### config.mk
export PLATFORM = sky130hd
export DESIGN_NAME = bcd_conv_sched
export DESIGN_NICKNAME = d
export VERILOG_FILES = /design/src/rtl/bcd_conv_sched.sv
export SDC_FILE = /design/constraint.sdc
export NUM_CORES = 1
export LEC_CHECK = 0
export ABC_AREA = 1
export BUFFER_PORTS_ARGS = -buffer_cell sky130_fd_sc_hd__clkbuf_2
export CORE_AREA = 2 2 77 79
export CTS_BUF_LIST = sky130_fd_sc_hd__clkbuf_4 sky130_fd_sc_hd__clkbuf_8
export DETAILED_ROUTE_END_ITERATION = 10
export DIE_AREA = 0 0 79 81
export PLACE_DENSITY = 0.77
export SLEW_MARGIN = 20
export SYNTH_ARGS = -nofsm -noshare
export SYNTH_HDL_FRONTEND = slang
export SYNTH_SLANG_ARGS = --single-unit
### constraint.sdc
create_clock -name clk -period 2.2 [get_ports clk]
set_clock_uncertainty 0.15 [all_clocks]
set_input_delay 0.11 -clock clk [delete_from_list [all_inputs] [get_ports clk]]
set_output_delay 0.11 -clock clk [all_outputs]
set_load 0.01 [all_outputs]
### src/rtl/bcd_conv_sched.sv
// ---------------------------------------------------------------------------
// bcd_conv_sched
//
// Shared sequential double-dabble converter. Two requesters (A, B) compete
// for a single shift/add-3 datapath under round-robin arbitration. Each
// accepted 12-bit binary count becomes four BCD digits after 12 iterations.
//
// Ports:
//   clk        rising-edge clock
//   rst_n      synchronous active-low reset
//   req_a/b    requester has a value to convert (held until acked)
//   count_a/b  binary value of each requester
//   ack_a/b    combinational grant, only while idle; transfer on req && ack
//   busy       conversion in progress (SHIFT or DONE)
//   out_valid  one-cycle pulse, digits and out_src valid
//   out_src    source of the result (0 = A, 1 = B)
//   thousands/hundreds/tens/ones  BCD result digits, held until next result
//
// Optional feature (macro BCD_CONV_SCHED_BLANK_EN): leading-zero digits are
// replaced with 4'hF (blank code); ones is never blanked. Timing is the same
// in both builds.
// ---------------------------------------------------------------------------
module bcd_conv_sched #(
  parameter int WIDTH = 12,
  parameter int ITER  = 12
) (
  input  logic             clk,
  input  logic             rst_n,
  input  logic             req_a,
  input  logic [WIDTH-1:0] count_a,
  output logic             ack_a,
  input  logic             req_b,
  input  logic [WIDTH-1:0] count_b,
  output logic             ack_b,
  output logic             busy,
  output logic             out_valid,
  output logic             out_src,
  output logic [3:0]       thousands,
  output logic [3:0]       hundreds,
  output logic [3:0]       tens,
  output logic [3:0]       ones
);

  typedef enum logic [1:0] {IDLE, SHIFT, DONE} state_t;

  state_t           state;
  logic [WIDTH-1:0] bin;
  logic [15:0]      scratch;
  logic [3:0]       iter;
  logic             src_r;
  logic             last_src;

  logic             grant_a;
  logic             grant_b;
  logic [15:0]      scratch_nxt;
  logic [15:0]      digits_nxt;

  // Per-digit add-3 correction; 4-bit add, no carry into the next digit.
  function automatic logic [3:0] add3(input logic [3:0] d);
    return (d >= 4'd5) ? d + 4'd3 : d;
  endfunction

  function automatic logic [15:0] adjust(input logic [15:0] s);
    return {add3(s[15:12]), add3(s[11:8]), add3(s[7:4]), add3(s[3:0])};
  endfunction

  // Leading-zero blanking from thousands downward; ones always shown.
  function automatic logic [15:0] finish_digits(input logic [15:0] s);
    logic [15:0] r;
    r = s;
`ifdef BCD_CONV_SCHED_BLANK_EN
    if (r[15:12] == 4'd0) begin
      r[15:12] = 4'hF;
      if (r[11:8] == 4'd0) begin
        r[11:8] = 4'hF;
        if (r[7:4] == 4'd0) r[7:4] = 4'hF;
      end
    end
`endif
    return r;
  endfunction

  // Round-robin: on a tie the requester not served last wins.
  always_comb begin
    grant_a = req_a && (!req_b || last_src);
    grant_b = req_b && (!req_a || !last_src);
  end

  assign ack_a = (state == IDLE) && grant_a;
  assign ack_b = (state == IDLE) && grant_b;
  assign busy  = (state != IDLE);

  // Adjust first, then shift {scratch, bin} left; bin MSB enters scratch bit 0.
  assign scratch_nxt = {adjust(scratch)[14:0], bin[WIDTH-1]};
  assign digits_nxt  = finish_digits(scratch_nxt);

  always_ff @(posedge clk) begin
    if (!rst_n) begin
      state     <= IDLE;
      bin       <= '0;
      scratch   <= '0;
      iter      <= '0;
      src_r     <= 1'b0;
      last_src  <= 1'b1;
      out_valid <= 1'b0;
      out_src   <= 1'b0;
      thousands <= '0;
      hundreds  <= '0;
      tens      <= '0;
      ones      <= '0;
    end else begin
      out_valid <= 1'b0;
      case (state)
        IDLE: begin
          if (ack_a || ack_b) begin
            bin      <= ack_a ? count_a : count_b;
            scratch  <= '0;
            iter     <= '0;
            src_r    <= ack_b;
            last_src <= ack_b;
            state    <= SHIFT;
          end
        end
        SHIFT: begin
          scratch <= scratch_nxt;
          bin     <= {bin[WIDTH-2:0], 1'b0};
          iter    <= iter + 4'd1;
          // Final iteration: load the result registers on the way into DONE
          // so the digits and out_valid are both visible during DONE.
          if (iter == 4'(ITER - 1)) begin
            {thousands, hundreds, tens, ones} <= digits_nxt;
            out_src   <= src_r;
            out_valid <= 1'b1;
            state     <= DONE;
          end
        end
        DONE: begin
          state <= IDLE;
        end
        default: begin
          state <= IDLE;
        end
      endcase
    end
  end

endmodule

Word level (Yosys, flattened, before mapping). Cells that the tools add are included.

Register bits: 54. Bits of input ports: 28. Output and inout port bits: 21. Logic and storage cells: 58.

Add/subtract/negate cells: 5. Order comparisons: 4. Eq/ne operators: 4. Muxes and demuxes: 15. Reduce and logical (&&, ||, !) cells: 18.

Operators by type and width (count): 16-bit case mux with 2 select lines (1); 12-bit 2-to-1 mux (2); 12-bit case mux with 2 select lines (1); 4-bit by 3-bit >= comparator with 1-bit output, second input constant (4); 16-bit 2-to-1 mux (1); 4-bit 2-to-1 mux (4); 4-bit by 2-bit adder with 4-bit output, second input constant (3); 2-bit AND reduction (5); 4-bit case mux with 2 select lines (1); 4-bit by 1-bit adder with 4-bit output, second input constant (1); 4-bit equality test, second input constant (1); 1-bit logical AND (4); 2-bit 2-to-1 mux (2); 2-bit case mux with 2 select lines (1); 2-bit nonzero test (2); 3-bit by 2-bit adder with 3-bit output, second input constant (1); 1-bit logical NOT (3); 1-bit logical OR (3); 3-bit 2-to-1 mux (1); 2-bit by 1-bit equality test with 1-bit output, second input constant (1); 2-bit logical NOT (1); 2-bit by 1-bit != test with 1-bit output, second input constant (1); 2-bit != test, second input constant (1); 1-bit 2-to-1 mux (1).

Depth between registers and ports, before layout. Gate-level depths: netlist (run 1).

Depth after elaboration: 7. Gate-level depth with buffers: 9. Depth with buffers taken out: 8.

Worst setup path after synthesis (run 1). Ideal clock, no wire load.

Path kind: reg2reg. Start: register iter[0]. End: register out_src. Setup time: 116 ps. Arrival time: 1208 ps. Required time: 1934 ps. Path slack: 726 ps. Cell stages (with the launch flop): 8. Buffers on the path: 1. Clock period less this slack: 1474 ps. Path through: dfxtp_1 ha_1 nand3_1 nor2_8 inv_2 buf_6 nor2_1 nor2_1.

Longest elaborated chain between the ends: 2.

Ends and longest elaborated chain: from (decl) (line 49) `logic [3:0] iter;`; from (signal assigned) (line 127) `iter <= iter + 4'd1;`; 4-bit equality test (line 130) `if (iter == 4'(ITER - 1)) begin`; 2-bit AND reduction (no source line); to (signal assigned) (line 132) `out_src <= src_r;`; to (decl) (line 37) `output logic out_src,`.

Every way passes these cells. A chain may end at the register's enable or synchronous reset.

Worst setup path in the final report (run 1).
Start: register state[1]. End: register bin[0].

Longest elaborated chain between the ends: 5. Elaborated cells on any way between the ends: 11. Classes of those cells: eq/ne: 2; mux: 3; reduce/logical: 6.

Ends and longest elaborated chain: from (decl) (line 46) `state_t state;`; from (signal assigned) (line 99) `state <= IDLE;`; from (signal assigned) (line 121) `state <= SHIFT;`; from (signal assigned) (line 134) `state <= DONE;`; 2-bit logical NOT (line 89, 90, 113); 1-bit logical AND (on tied branches) (line 89, 90); 12-bit 2-to-1 mux or 1-bit logical OR (tied branches) (line 116, 115); 12-bit 2-to-1 mux or 2-bit by 1-bit != test with 1-bit output (tied branches); 12-bit case mux with 2 select lines or 2-bit AND reduction (tied branches); to (signal assigned) (line 116) `bin <= ack_a ? count_a : count_b;`; to (signal assigned) (line 126) `bin <= {bin[WIDTH-2:0], 1'b0};`; to (decl) (line 47) `logic [WIDTH-1:0] bin;`.

Parallel ways exist; a longest one is shown, timed or not. The select of a mux whose other input is x is not followed.

==> metrics, run 1 <==
# diodes 0; #FFs+latches synth 54; initial antenna violation count 0; crit end category flop; synth unique cells 22; FP Rows 28; worst vdd ir 283 µV; RSZ-0062 raised after global routing no; initial core utilization 0.518; antenna-violating nets left 0; Gate power share 0.191; Syn Nets 468; final setup fails 0; final wirelength 6430 µm; Max stage delay cell, worst path dlygate4sd3_1; clock power share 0.276; nets@finish 523; Tot GR Track Use 0.209; clock transition at the registers of the reported paths 90 ps; dpl cells 541; Psw 0.555 mW; total die area 0.00640 mm²; CP max stage delay 530 ps; Post-Syn Instances 431; total CTS buffers 5; Pwr per Cell Area 572 mW/mm²; crit path time final 1980 ps; total number of vias 2829; power share of the sequential group 0.534; io pins 49; postcts setup bufs 0; status complete, no violations; met2 routed WL 3100 µm; WL/cell 11.5 µm; max cap viols 0; grt ovf 0; core area 0.00568 mm²; Slew Limit Headroom 0.634; DR top layer met4; Synth Area per Inst 6.82 µm²; die height 81 µm; R2R Path Start state[1]$_SDFFE_PN0P_; Worst Hold Class input pin to flop; CP startpoint kind flop; vias per std cell 5.05; H-tree lvl count 2; critical path class flop to flop; CP Launch Point state[1]$_SDFFE_PN0P_; global-route wire length before repair 10800 µm; vias in the first global route 2589; GP Congestion 0.820; Syn Std Cell Area 0.00294 mm²; Setup WS pre-CTS 417 ps; number of fill cells in the layout 567; Worst Tran Pin Value 548 ps; WL met1 2990 µm; Crit Path Max Fanout 19; largest net degree at the start of global routing 31; setup TNS 0 ps; LEAKAGE 1.71 nW; post-route insts no fill 560; TritonRoute pass-1 iters 4; share of cells above drive strength 1 0.151; DRC viols 0; Ys Warns 0; number of DRC markers in iteration 0 131; critical path data arrival time 2070 ps; Root Buffer clkbuf_8; Seq/Total Area, Yosys 0.368; Fmax 505 MHz; critical-path cell list nor2_4, nand3_4, inv_1, nand2_1, nand2_1, dlygate4sd3_1, inv_1, a21oi_1; cell-internal power 1.40 mW; post-detail-place hpwl 4520 µm; Setup WS post-layout 219 ps; final hold vios 0; Longest Clk Path Bufs 2; CTS tree built; worst hold start count_a[3]; Clock Latency Late Sink 300 ps; chip width 79 µm; area grow syn2layout 16.3%; WL met3 255 µm; Data required, critical path 2290 ps; Port Buffers 48; CTS Sinks 54; Tcrit/Tclk final 0.900; switching portion of total power 0.283; Final Max Slew Viols 0
-- power by group through the flow --
stage	sequential, mW	clock (mW)	combinational [mW]
floorplan	1.06	0	0.279
global placement	1.07	0	0.345
detailed placement	1.07	0	0.352
CTS	1.04	0.551	0.373
global route	1.05	0.580	0.423
finish	1.04	0.540	0.373
-- worst max-delay path: cells and delay by family (launching register included) --
family | cells | cell delay, ps
flops | 1 | 370
simple gates | 4 | 550
compound gates | 1 | 100
buf+inv | 3 | 740
-- placed cells by master (no fill, tap or decap) --
master and instances:
or2_2 1, nand2_4 2, o21ai_1 2, nand4_1 33
inv_2 3, clkbuf_8 6, nand3_4 2, buf_4 7
o21ai_0 10, dfxtp_1 54, clkbuf_2 48, o211ai_1 1
ha_1 9, nand2_1 124, dlygate4sd3_1 13, a21oi_1 36
nand3_1 52, mux2i_1 4, nor2_1 4, nor2_8 1
inv_1 70, nor2_4 3
-- state kept, by name, indices dropped and copies added, names as in the netlist --
| register | cells |
|---|---|
| bin | 12 |
| hundreds | 4 |
| iter | 4 |
| last_src | 1 |
| ones | 4 |
| out_src | 1 |
| out_valid | 1 |
| scratch | 16 |
| src_r | 1 |
| state | 2 |
| tens | 4 |
| thousands | 4 |
-- per-layer routing --
metal | up-vias | track usage
met3 | 7 | 0.0278
met5 | - | 0
li1 | 1499 | -
met1 | 1254 | 0.243
met2 | 69 | 0.394
met4 | 0 | 0.0707
-- cell usage after synthesis --
master / instances / area [µm²]
mux2i_1: 4 / 40.0
buf_2: 6 / 30.0
nor2_8: 1 / 20.0
o21ai_0: 10 / 50.1
nand3_1: 52 / 260
nand4_1: 33 / 206
nand2_4: 2 / 22.5
o21ai_1: 2 / 10.0
inv_2: 3 / 11.3
nor2_4: 3 / 33.8
nor2_1: 4 / 15.0
ha_1: 9 / 113
buf_6: 4 / 45.0
nand3_4: 2 / 35.0
buf_4: 2 / 15.0
inv_1: 70 / 263
o211ai_1: 1 / 7.51
clkbuf_1: 8 / 30.0
nand2_1: 124 / 465
dfxtp_1: 54 / 1080
a21oi_1: 36 / 180
or2_2: 1 / 6.26
-- stage by stage --
step                area [µm²]  utilization  hold WS, ps  power, mW
floorplan                 2940            -         92.8       1.34
global placement          3210        0.565          283       1.41
detailed placement        3210        0.565          283       1.42
CTS                       3420        0.603         37.4       1.97
global route              3420        0.603         64.3       2.05
finish                    3420        0.603         34.7       1.96
-- kinds of logic (layout without fill, tap and decap cells) --
group / Yosys count / in the layout / share of synthesized area
AO/OA/AOI/OAI: 49 / 49 / 0.0843
multiplexers: 4 / 4 / 0.0136
adder cells (fa/ha/maj): 9 / 9 / 0.0383
buffers and inverters: 93 / 147 / 0.134
flip-flops: 54 / 54 / 0.368
AND/OR/NAND/NOR: 222 / 222 / 0.362
-- final timing paths --
check / slack (ps) / cells past startpoint / end
hold reg to reg: 320 / 2 / scratch[9]$_SDFFE_PN0P_
setup / recovery: 220 / 8 / bin[0]$_SDFFE_PN0P_
setup reg to reg: 220 / 8 / bin[0]$_SDFFE_PN0P_
hold / removal: 30 / 5 / bin[3]$_SDFFE_PN0P_
-- cell type report --
cell class / count / area (µm²) / share of cell area
multi-input combinational: 284 / 1470 / 0.428
sequential: 54 / 1080 / 0.316
timing repair buffer: 68 / 423 / 0.124
inverter: 73 / 274 / 0.0801
tap: 75 / 93.8 / 0.0274
clock buffer: 6 / 82.6 / 0.0241
-- timing repair --
action	in CTS	in global routing
endpoints found under the hold margin	12	0
hold buffers	13	0
resized for setup	0	0
(Power assumes the default switching activity.)
==> run 2, diff against run 1 <==
--- a/config.mk
+++ b/config.mk
@@ -5,12 +5,11 @@
 export SDC_FILE = /design/constraint.sdc
 export NUM_CORES = 1
 export LEC_CHECK = 0
-export ABC_AREA = 1
 export BUFFER_PORTS_ARGS = -buffer_cell sky130_fd_sc_hd__clkbuf_2
-export CORE_AREA = 2 2 77 79
+export CORE_AREA = 2 2 72 74
 export CTS_BUF_LIST = sky130_fd_sc_hd__clkbuf_4 sky130_fd_sc_hd__clkbuf_8
 export DETAILED_ROUTE_END_ITERATION = 10
-export DIE_AREA = 0 0 79 81
+export DIE_AREA = 0 0 74 76
 export PLACE_DENSITY = 0.77
 export SLEW_MARGIN = 20
 export SYNTH_ARGS = -nofsm -noshare
==> run 2 against run 1 <==
Combinational power fell by 38%. Critical path depth fell by 2. Die area fell by 12%. Non-clock buffer count fell by 8. Clock-buffer cell count rose by 1. Register-to-register slack improved by 20 ps.
==> metrics, run 2 <==
final hold vios 0 (unchanged); Setup WS pre-CTS 283 ps (-134 ps); Setup WS post-layout 180 ps (-39.2 ps); Tcrit/Tclk final 0.918 (+0.0178); Worst Tran Pin Value 855 ps (+307 ps); crit end category flop; Tot GR Track Use 0.224 (+0.0152); Main synth FF type dfxtp_1; number of fill cells in the layout 441 (-22%); Final Util 0.615 (+0.0129); most numerous cell in the Yosys netlist dfxtp_1; dpl cells 413 (-24%); R2R setup slack 240 ps (+20 ps); top flop regs scratch x16, bin x12; CP startpoint kind input pin; #FFs+latches synth 54 (unchanged); top-area cell type share of the netlist area 0.419 (+0.0511); Async SR Flop Fraction 0 (unchanged); GP Congestion 0.766 (-6.6%); Max stage delay cell, worst path nor2_1; synth top area cells dfxtp_1, nand3_1, o21ai_0, a21oi_1, ha_1; Root Buffer clkbuf_8; Min Hold Slack 28.3 ps (-6.41 ps); Gate power share 0.119 (-0.072); synth unique cells 36 (+64%); commonest non-fill, non-tap cells in the layout dfxtp_1, clkbuf_2, nand3_1, o21ai_0, a21oi_1; chip width 74 µm (-6.3%); Syn Std Cell Area 0.00258 mm² (-12%); clock power share 0.348 (+0.072); Slew Limit Headroom 0.429 (-0.205); most common cell after layout, fill and taps aside dfxtp_1; CP max stage delay 630 ps (+100 ps); LEAKAGE 1.18 nW (-31%); number of DRC markers in iteration 0 126 (-3.8%); io pins 49 (unchanged); Final Max Slew Viols 0 (unchanged); switching portion of total power 0.236 (-0.0472); post-detail-place hpwl 4010 µm (-11%); Worst Hold Class input pin to flop; CTS resizes 0 (unchanged); total number of vias 2378 (-16%); Fmax 495 MHz (-1.9%); Post-synth EDFFs 0 (unchanged); # diodes 0 (unchanged); register area 0.00108 mm² (unchanged); CTS Sinks 54 (unchanged); RSZ-0062 raised after global routing no; Data required, critical path 2300 ps (about the same); worst hold start count_b[6]; Syn Nets 342 (-27%); largest net degree at the start of global routing 25 (-19%); crit path time final 2020 ps (+39.2 ps); antenna-violating nets left 0 (unchanged); Port Buffers 48 (unchanged); CTS tree built; total die area 0.00562 mm² (-12%); max cap viols 0 (unchanged); Crit Path Max Fanout 11 (-8); DRC viols 0 (unchanged); Seq/Total Area, Yosys 0.419 (+0.0511); reg2reg path depth 4 (-4); critical-path cell list dlygate4sd3_1, clkbuf_2, nor3_1, nor2_1, nor2_1, a32o_1; max reg flops 16 (unchanged); post-route insts no fill 424 (-24%); core area 0.00491 mm² (-13%); worst vdd ir 355 µV (+26%); Synth Area per Inst 8.46 µm² (+24%); multi-input logic area 0.00136 mm² (-7.3%); FP Rows 26 (-7.1%); grt ovf 0 (unchanged); final wirelength 5870 µm (-8.6%); final setup fails 0 (unchanged); R2R Path Start state[0]$_SDFFE_PN0P_; Biggest register scratch; most frequent cell on the critical path nor2_1; FF-to-FF End bin[7]$_SDFFE_PN0P_; share of cells above drive strength 1 0.203 (+0.0529); status complete, no violations; H-tree lvl count 2 (unchanged); Longest Clk Path Bufs 2 (unchanged); WL/cell 13.8 µm (+21%); Pwr per Cell Area 639 mW/mm² (+12%); Ys Warns 0 (unchanged); global-route wire length before repair 10100 µm (-7.0%); clock transition at the registers of the reported paths 90 ps (about the same); vias in the first global route 2255 (-13%); initial antenna violation count 0 (unchanged); hold depth 4 (-1); area grow syn2layout 17.1%; post-synth top area cell dfxtp_1; TritonRoute pass-1 iters 4 (unchanged); synth cell count leaders dfxtp_1, nand3_1, o21ai_0, a21oi_1, nor2_1; critical path class input pin to flop; critical path data arrival time 2120 ps (+50 ps); vias per std cell 5.61 (+11%); die height 76 µm (-6.2%); setup TNS 0 ps (unchanged); nets@finish 390 (-25%); power share of the sequential group 0.533 (about the same); initial core utilization 0.525 (+0.00739); Psw 0.456 mW (-18%); total CTS buffers 5 (unchanged); Worst Hold Endpoint bin[6]$_SDFFE_PN0P_; Clock Latency Late Sink 300 ps (about the same); cell-internal power 1.48 mW (+5.2%); Post-Syn Instances 305 (-29%)
==> run 2: cell count changes after synthesis, sizes merged, moves of 5 or more <==
cell    delta
nand2b    +16
inv       -62
nor3b      +8
nand4     -33
o22ai      +8
a21oi     -11
nor3       +5
nand2    -110
a32o      +11
nand3     -23
nor2      +13
o21ai     +22
==> run 2: timing repair <==
| action | 4_1_cts | 5_1_grt |
|---|---|---|
| hold buffers | 3 | 0 |
| endpoints found under the setup margin | 0 | 0 |
| setup buffers | 0 | 0 |
| endpoints found under the hold margin | 2 | 0 |
==> run 2: worst max-delay path by stage <==
stage,to,start,cells past startpoint
CTS,bin[3]$_SDFFE_PN0P_,req_b,6
global placement,bin[8]$_SDFFE_PN0P_,state[1]$_SDFFE_PN0P_,4
finish,bin[7]$_SDFFE_PN0P_,req_b,6
global route,bin[2]$_SDFFE_PN0P_,req_b,6
detailed placement,bin[3]$_SDFFE_PN0P_,state[0]$_SDFFE_PN0P_,4
floorplan,bin[11]$_SDFFE_PN0P_,state[0]$_SDFFE_PN0P_,6
==> run 2: power groups by stage <==
stage	clock network [mW]	registers (mW)	logic, mW
3_3_place_gp	0	1.05	0.220
5_1_grt	0.733	1.03	0.256
3_5_place_dp	0	1.05	0.223
2_1_floorplan	0	1.04	0.166
6_report	0.673	1.03	0.230
4_1_cts	0.683	1.03	0.229
==> run 2: cell type report <==
| cell class | instances | area share |
|---|---|---|
| Inverter | 12 | 0.0149 |
| Clock inverter | 1 | 0.00993 |
| Sequential cell | 54 | 0.358 |
| Multi-Input combinational cell | 220 | 0.449 |
| Clock buffer | 7 | 0.0277 |
| Tap cell | 70 | 0.0290 |
| Timing Repair Buffer | 60 | 0.112 |
==> run 2: cell families after synthesis <==
group | share of synthesized area
AOI/OAI and AO/OA | 0.216
muxes | 0.0291
DFF | 0.419
buffers and inverters | 0.0572
adders and majority gates | 0.0436
xor gates and xnor gates | 0.0136
and+or+nand+nor | 0.222
==> run 2: critical path: cells and delay by family <==
kind                   cells  cell delay, ps
buffers and inverters      2             690
and+or+nand+nor            3            1110
AOI/OAI and AO/OA          1             210
==> run 2: metrics by stage <==
stage               total power, mW  area [µm²]
floorplan                      1.21        2580
global placement               1.27        2870
detailed placement             1.28        2880
CTS                            1.94        3020
global route                   2.02        3020
finish                         1.93        3020
==> run 2: metal layers <==
metal / up-vias / GRT usage / part of all wire
li1: 1187 / - / -
met1: 1123 / 0.277 / 0.44
met2: 62 / 0.386 / 0.51
met3: 6 / 0.0529 / 0.043
met4: 0 / 0.0564 / 0.011
met5: - / 0 / 0
